`config.mk`:
```
export PLATFORM = sky130hd
export DESIGN_NAME = decimal_entry
export DESIGN_NICKNAME = d
export VERILOG_FILES = /design/src/rtl/decimal_entry_pkg.sv /design/src/rtl/decimal_entry_button_debounce.sv /design/src/rtl/decimal_entry.sv
export SDC_FILE = /design/constraint.sdc
export NUM_CORES = 1
export LEC_CHECK = 0
export ABC_CLOCK_PERIOD_IN_PS = 2900
export CELL_PAD_IN_SITES_DETAIL_PLACEMENT = 2
export CELL_PAD_IN_SITES_GLOBAL_PLACEMENT = 2
export CORE_MARGIN = 2
export CORE_UTILIZATION = 38
export CTS_CLUSTER_SIZE = 8
export DETAILED_ROUTE_END_ITERATION = 16
export DONT_BUFFER_PORTS = 1
export GPL_TIMING_DRIVEN = 0
export HOLD_SLACK_MARGIN = 0.05
export PLACE_DENSITY_LB_ADDON = 0.25
export SLEW_MARGIN = 20
export SYNTH_ARGS = -nofsm -noshare
export SYNTH_HDL_FRONTEND = slang
export SYNTH_SLANG_ARGS = --single-unit
```
`constraint.sdc`:
```
create_clock -name clock -period 2.9 [get_ports clock]
set_input_delay 0.58 -clock clock [delete_from_list [all_inputs] [get_ports clock]]
set_output_delay 0.58 -clock clock [all_outputs]
set_load 0.01 [all_outputs]
```
`src/rtl/decimal_entry_pkg.sv`:
```
// Shared types and helpers for the push-button decimal entry block.
package decimal_entry_pkg;

    localparam int BCD_W   = 4;
    localparam int NUM_BTN = 5;

    // Bit positions in the packed button/event vector.
    localparam int BTN_UP    = 0;
    localparam int BTN_DOWN  = 1;
    localparam int BTN_LEFT  = 2;
    localparam int BTN_RIGHT = 3;
    localparam int BTN_ENTER = 4;

    typedef enum logic [1:0] {
        IDLE,
        CONVERT,
        DONE
    } state_t;

    function automatic logic [BCD_W-1:0] bcd_inc(input logic [BCD_W-1:0] d);
        return (d >= 4'd9) ? 4'd0 : d + 4'd1;
    endfunction

    function automatic logic [BCD_W-1:0] bcd_dec(input logic [BCD_W-1:0] d);
        return (d == 4'd0 || d > 4'd9) ? 4'd9 : d - 4'd1;
    endfunction

endpackage

```
`src/rtl/decimal_entry_button_debounce.sv`:
```
// Synchronises one raw button and debounces it; press is a one-cycle pulse on
// the released-to-pressed transition of the debounced state.
module button_debounce #(
    parameter int DEBOUNCE_CYCLES = 1_000_000
) (
    input  logic clock,
    input  logic reset,
    input  logic raw,
    output logic state,
    output logic press
);

    localparam int CNT_W = (DEBOUNCE_CYCLES > 1) ? $clog2(DEBOUNCE_CYCLES) : 1;
    localparam logic [CNT_W-1:0] CNT_LAST = CNT_W'(DEBOUNCE_CYCLES - 1);

    logic [1:0]       sync;
    logic [CNT_W-1:0] cnt;

    // NOTE: sequential state uses non-blocking assignments only, so every
    // register samples pre-edge values regardless of statement order.
    always_ff @(posedge clock or negedge reset) begin
        if (!reset) begin
            sync  <= '0;
            cnt   <= '0;
            state <= 1'b0;
            press <= 1'b0;
        end else begin
            sync  <= {sync[0], raw};
            press <= 1'b0;
            if (sync[1] == state) begin
                cnt <= '0;
            end else if (cnt == CNT_LAST) begin
                cnt   <= '0;
                state <= ~state;
                press <= ~state;
            end else begin
                cnt <= cnt + CNT_W'(1);
            end
        end
    end

endmodule

```
`src/rtl/decimal_entry.sv`:
```
// Button-driven BCD editor with a cursor; on enter, converts the digits to a
// saturated binary value using a shift-add multiply-by-10 accumulator.
module decimal_entry
    import decimal_entry_pkg::*;
#(
    parameter int WIDTH           = 8,
    parameter int DIGITS          = 3,
    parameter int DEBOUNCE_CYCLES = 1_000_000
) (
    input  logic                    clock,
    input  logic                    reset,
    input  logic                    btn_up,
    input  logic                    btn_down,
    input  logic                    btn_left,
    input  logic                    btn_right,
    input  logic                    btn_enter,
    output logic [BCD_W*DIGITS-1:0] digits_bcd,
    output logic [DIGITS-1:0]       cursor,
    output logic                    busy,
    output logic                    valid,
    output logic [WIDTH-1:0]        value,
    output logic                    overflow
);

    localparam int ACC_W = $clog2(10 ** DIGITS);
    localparam int IDX_W = (DIGITS > 1) ? $clog2(DIGITS) : 1;

    logic [NUM_BTN-1:0] raw, btn_state, press, events;

    assign raw = {btn_enter, btn_right, btn_left, btn_down, btn_up};

    for (genvar b = 0; b < NUM_BTN; b++) begin : g_btn
        button_debounce #(.DEBOUNCE_CYCLES(DEBOUNCE_CYCLES)) u_debounce (
            .clock (clock),
            .reset (reset),
            .raw   (raw[b]),
            .state (btn_state[b]),
            .press (press[b])
        );
    end

    assign events = press & btn_state;

    state_t state, state_next;

    logic [ACC_W-1:0]        acc, acc_next;
    logic [IDX_W-1:0]        idx;
    logic [BCD_W-1:0]        cur_digit;
    logic [BCD_W*DIGITS-1:0] digits_up, digits_dn;
    logic                    ovf_next;
    logic [WIDTH-1:0]        sat_value;

    always_ff @(posedge clock or negedge reset) begin
        if (!reset) state <= IDLE;
        else        state <= state_next;
    end

    // NOTE: every always_comb output gets a default first, so no path can
    // leave it unassigned and infer a latch.
    always_comb begin
        state_next = state;
        case (state)
            IDLE:    if (events[BTN_ENTER]) state_next = CONVERT;
            CONVERT: if (idx == '0)         state_next = DONE;
            DONE:    state_next = IDLE;
            default: state_next = IDLE;
        endcase
    end

    always_comb begin
        busy  = (state != IDLE);
        valid = (state == DONE);
    end

    always_comb begin
        cur_digit = '0;
        for (int i = 0; i < DIGITS; i++)
            if (idx == IDX_W'(i)) cur_digit = digits_bcd[i*BCD_W +: BCD_W];
        acc_next  = (acc << 3) + (acc << 1) + ACC_W'(cur_digit);
        ovf_next  = (acc_next >> WIDTH) != '0;
        sat_value = ovf_next ? '1 : WIDTH'(acc_next);
    end

    always_comb begin
        digits_up = digits_bcd;
        digits_dn = digits_bcd;
        for (int i = 0; i < DIGITS; i++) begin
            if (cursor[i]) begin
                digits_up[i*BCD_W +: BCD_W] = bcd_inc(digits_bcd[i*BCD_W +: BCD_W]);
                digits_dn[i*BCD_W +: BCD_W] = bcd_dec(digits_bcd[i*BCD_W +: BCD_W]);
            end
        end
    end

    // The result is loaded as the last digit is accumulated so it is already
    // visible in the cycle that valid pulses.
    always_ff @(posedge clock or negedge reset) begin
        if (!reset) begin
            digits_bcd <= '0;
            cursor     <= DIGITS'(1);
            acc        <= '0;
            idx        <= '0;
            value      <= '0;
            overflow   <= 1'b0;
        end else begin
            case (state)
                IDLE: begin
                    if (events[BTN_ENTER]) begin
                        acc <= '0;
                        idx <= IDX_W'(DIGITS - 1);
                    end else if (events[BTN_UP]) begin
                        digits_bcd <= digits_up;
                    end else if (events[BTN_DOWN]) begin
                        digits_bcd <= digits_dn;
                    end else if (events[BTN_LEFT]) begin
                        cursor <= {cursor[DIGITS-2:0], cursor[DIGITS-1]};
                    end else if (events[BTN_RIGHT]) begin
                        cursor <= {cursor[0], cursor[DIGITS-1:1]};
                    end
                end
                CONVERT: begin
                    acc <= acc_next;
                    idx <= idx - IDX_W'(1);
                    if (idx == '0) begin
                        value    <= sat_value;
                        overflow <= ovf_next;
                    end
                end
                default: ;
            endcase
        end
    end

endmodule

```
* Word level (Yosys, flattened, before mapping)
Index checks and enable logic that the tools add are counted.
Word-level totals: register bits 157, bits in latches 0, RAM bits 0, ROM bits 0, output and inout port bits 26, memories 0
Cells by class: add/sub/neg operators 14, multiply operators 0, divide/modulo/power cells 0, order comparisons 6, equal/unequal tests 22, shift operators 0, multiplexer cells 47, bitwise logic cells 14, reduce and logical (&&, ||, !) cells 25
Operators with widths (count):
- two-way mux 20 bit | 10
- adder 20 x 1 -> 20 bit, second input constant | 5
- equality test 20 bit, second input constant | 5
- two-way mux 4 bit | 15
- two-way mux 12 bit | 2
- AND reduction 5 bit | 4
- one-hot mux 9 bit (2 select lines) | 1
- inequality test 2 bit, second input constant | 8
- AND reduction 2 bit | 8
- NOT 1 bit | 13
- adder 4 x 1 -> 4 bit, second input constant | 3
- >= comparator 4 bit, second input constant | 3
- greater-than comparator 4 bit, second input constant | 3
- zero test 4 bit | 3
- subtractor 4 x 1 -> 4 bit, second input constant | 3
- adder 10 bit | 1
- adder 10 x 4 -> 10 bit | 1
- two-way mux 1 bit | 10
- nonzero test 10 bit | 1
- two-way mux 9 bit | 1
- two-way mux 8 bit | 1
- one-hot mux 2 bit (2 select lines) | 2
- nonzero test 2 bit | 4
- two-way mux 2 bit | 3
- other kinds (8) | 18

* Longest topological paths before layout
depth in word-level cells 7, mapped depth 15, depth with buffers taken out 15

* Hierarchy
A second synthesis with hierarchy kept.
Second synthesis, totals: cell total of the unflattened synthesis 863, area, all modules 8381.8 um^2
By module, submodules not included:
- button_debounce at g_btn[0].u_debounce ... | times used 4, cells an instance 116, area each 1136.1 um^2
- decimal_entry | times used 1, cells an instance 289, area each 2700.1 um^2
- button_debounce at g_btn[3].u_debounce | times used 1, cells an instance 110, area each 1137.3 um^2

* Least setup slack after synthesis
No wires, ideal clock.
path type reg2reg, start point register idx[1], end point register value[0], arrival time 3041 ps, required time 2779 ps, setup slack -263 ps, cell stages (with the launch flop) 15, buffers on the path 1, period minus slack after synthesis 3163 ps, cells stage by stage dfrtp_1 inv_1 ha_1 clkbuf_1 nor2_1 a21oi_1 nor2_1 a21oi_1 fa_1 fa_1 nor2b_1 o31ai_1 a211oi_1 o211ai_2 o22a_1
On the way: longest elaborated chain between the ends 7, elaborated cells on any way between the ends 10, those cells by class add/sub: 1; eq/ne: 2; mux: 4; reduce/logical: 3
RTL lines:
- start, declared | line decimal_entry.sv:47 | logic [IDX_W-1:0] idx;
- start signal, assigned | line decimal_entry.sv:110 | idx <= IDX_W'(DIGITS - 1);
- start signal, assigned | line decimal_entry.sv:123 | idx <= idx - IDX_W'(1);
- zero test 2 bit | line decimal_entry.sv:78, decimal_entry.sv:124
- two-way mux 4 bit (3 in series) | line decimal_entry.sv:78 | if (idx == IDX_W'(i)) cur_digit = digits_bcd[i*BCD_W +: BCD_W];
- adder 10 x 4 -> 10 bit | line decimal_entry.sv:79 | acc_next = (acc << 3) + (acc << 1) + ACC_W'(cur_digit);
- nonzero test 10 bit | line decimal_entry.sv:80 | ovf_next = (acc_next >> WIDTH) != '0;
- two-way mux 8 bit | line decimal_entry.sv:81 | sat_value = ovf_next ? '1 : WIDTH'(acc_next);
- end signal, assigned | line decimal_entry.sv:125 | value <= sat_value;
- end, declared | line decimal_entry.sv:21 | output logic [WIDTH-1:0] value,
Parallel ways exist; a longest one is shown, timed or not. A chain may end at the register's enable or synchronous reset.

* Worst setup path in the final report
start point register idx[0], end point register value[2]
The elaborated chain is that of the path after synthesis.

==> flow_summary.toml <==
[status]
status = "complete, but fails checks"
violations = "hold timing, setup timing"

[global_route]
grt-ovfl-total = 0
antenna_found_initial = 0
grt_pass1_wl_um = 36300
grt_max_degree = 158
grt_pass1_vias = 7078
gr-usage-all-layers = 0.203

[placement]
place_area_um2 = 8510
globalplace.congestion = 0.785
hpwl_um = 14300
port-buffer-count = 0

[flow_run]
cap_violations = 0

[timing]
tns_ps = -665
maxSlewHeadroom = 0.517
fmax_ghz = 0.334
fin_crit_ps = 2990
worstMarginPinSlew_ps = 721
rsz0062_at_grt = "true"
slew_violations = 0
hold_viol = 156
fin_skew_ps = 7.85
finalCritPeriodShare = 1.03
setup_viol = 10
holdWs_ps = -143
setup_slack_ps = -94.4

[cts]
clockBufferDepth = 2
cts_root_buf = "clkbuf_16"
insertion_delay_ps = 430
cts_buffers = 17
clk_pin_slew_worst_paths_ps = 60
tritoncts = "yes"
cts_max_level = 4
numClockSinks = 157

[worst_setup_path]
cp-start-kind = "register"
worstPathRequired_ps = 3210
cp_max_fo = 5
end_kind = "register"
cp.arrival_ps = 3310
reg2regPathDepth = 15
critPathKind = "reg2reg"
r2r_slack_ps = -90
r2r-end = "value[2]$_DFFE_PN0P_"
reg2reg_from = "idx[0]$_DFFE_PN0P_"

[layout]
n_antenna_cell = 0
final_cell_mix = "dfrtp_1, nor2_1, xor2_1"
final_common_cell = "dfrtp_1"
design_area_um2 = 9370
layout.nets = 883
area_growth_pct = 15.1
drive_above_1_share = 0.124

[synthesis]
synthFlopType = "dfrtp_1"
ys_seq_area_frac = 0.483
syn_area_per_cell_um2 = 9.97
syn_inst = 817
synthesis.nets = 857
yosysUniqueCellTypes = 66
synth-edff-count = 0
ys_async_sr_fraction = 1.00
synth-seq-cells = 157
netlist_area_um2 = 8140
yosys_warnings = 0

[detailed_routing]
drtAntennaViolNets = 0
wl_per_cell_um = 19.0
drc = 0
vias_per_cell = 5.48
vias = 6192
wirelength_um = 21500
firstDrtPassIters = 4
drt_iter0_markers = 236

[floorplanning]
core_um2 = 21000
die_w_um = 150
dieArea_um2 = 22600
io_pins = 33
initial_utilization = 0.387
num_rows = 53
die_h_um = 150

[power_and_ir_drop]
vdd_drop_max_mv = 0.405
p_per_area_nw_per_um2 = 510
p_leak_nw = 4.03

[worst_hold_path]
hold_class = "in2async"
[flip-flops by register name, summed over array words and instances (netlist names)]
name	count
value	8
acc	9
overflow	1
g_btn.u_debounce.press	5
g_btn.u_debounce.state	5
cursor	3
idx	2
g_btn.u_debounce.cnt	100
g_btn.u_debounce.sync	10
state	2
digits_bcd	12
[critical path, cell delays in order, from the launching register on]
cell and delay, ps:
dfrtp_2 440, inv_2 90, ha_4 170, nand2_4 60, nor2_4 80, a21oi_2 40, nor2_2 110, a21oi_2 50
fa_2 580, fa_2 240, nor2b_4 60, o311a_1 300, a211oi_2 150, buf_4 180, o211ai_4 110, o22a_1 190
[synth_stat cells (all sizes together), types with 3 or more instances]
library cell | n | area (um^2)
dfrtp | 156 | 3900
nor2 | 120 | 475
nand2 | 57 | 224
xor2 | 55 | 482
nand3 | 44 | 220
xnor2 | 44 | 385
ha | 31 | 388
a21oi | 30 | 150
inv | 26 | 97.6
nand4 | 25 | 156
nor3 | 22 | 115
o21ai | 20 | 100
and3 | 17 | 109
clkbuf | 16 | 60.1
and4 | 12 | 108
nor4 | 12 | 96.3
nor3b | 11 | 82.6
a22o | 9 | 78.8
buf | 9 | 68.8
o22a | 9 | 78.8
a211oi | 7 | 52.6
or2 | 7 | 43.8
nor2b | 6 | 37.5
o31ai | 6 | 45.0
a31oi | 5 | 31.3
and2 | 5 | 31.3
mux2 | 5 | 60.1
nand2b | 5 | 31.3
nor4b | 5 | 43.8
o21a | 4 | 30.0
o21bai | 4 | 30.0
mux2i | 3 | 30.0
nand3b | 3 | 22.5
[report_power, final]
group / switching, W / internal [W] / total [W]
combinational: 0.0000469 / 0.0000282 / 0.0000750
sequential: 0.0000283 / 0.00221 / 0.00224
clock: 0.000934 / 0.00153 / 0.00246
[how the worst max path moves through the flow]
stage                                         start                   end  cells past startpoint
final                            idx[0]$_DFFE_PN0P_  value[2]$_DFFE_PN0P_                     15
after global routing             idx[0]$_DFFE_PN0P_  value[3]$_DFFE_PN0P_                     15
after CTS                        idx[1]$_DFFE_PN0P_  value[3]$_DFFE_PN0P_                     15
after detailed placement  digits_bcd[3]$_DFFE_PN0P_  value[3]$_DFFE_PN0P_                     14
after global placement    digits_bcd[3]$_DFFE_PN0P_  value[6]$_DFFE_PN0P_                     14
after floorplan                  idx[0]$_DFFE_PN0P_  value[0]$_DFFE_PN0P_                     14
[timing repair]
item	4_1_cts	5_1_grt
resized for setup	28	11
buffers inserted	7	1
hold endpoints to repair	157	156
setup endpoints to repair	13	13
pin swaps	12	11
cloned	1	0
[cells by family (layout without fill, tap and decap cells)]
logic type / Yosys count / after routing / share of synthesized area
AND/OR/NAND/NOR: 361 / 361 / 0.232
flip-flops: 157 / 157 / 0.483
AO/OA/AOI/OAI: 108 / 109 / 0.0878
XOR/XNOR: 99 / 99 / 0.107
buffers and inverters: 51 / 88 / 0.0278
adder cells (fa/ha/maj): 33 / 33 / 0.0526
multiplexers: 8 / 8 / 0.0111
[per-layer routing]
metal | up-vias | wire, um | track usage
met5 | - | 0 | 0
met1 | 3215 | 9530 | 0.245
li1 | 2909 | - | -
met2 | 52 | 11300 | 0.369
met3 | 16 | 452 | 0.0397
met4 | 0 | 195 | 0.0486
[metrics by stage]
step,utilization,worst slack [ps],hold slack [ps],instances,total power (W)
final,0.446,-94.4,-143,1130,0.00478
after global routing,0.446,-264,-169,1130,0.00494
after CTS,0.443,-133,-172,1129,0.00484
after detailed placement,0.405,-505,290,1092,0.00236
after global placement,0.405,-368,297,1092,0.00235
after floorplan,-,1.89,284,817,0.00233
[cell type report]
type,count,area [um^2]
fill,2154,11700
inverter,26,97.6
sequential,157,3930
tap,275,344
clock inverter,9,159
buffer,23,125
multi-input combinational,610,4160
timing repair buffer,8,63.8
clock buffer,22,484
No activity file was read; power rests on OpenSTA's default activity.
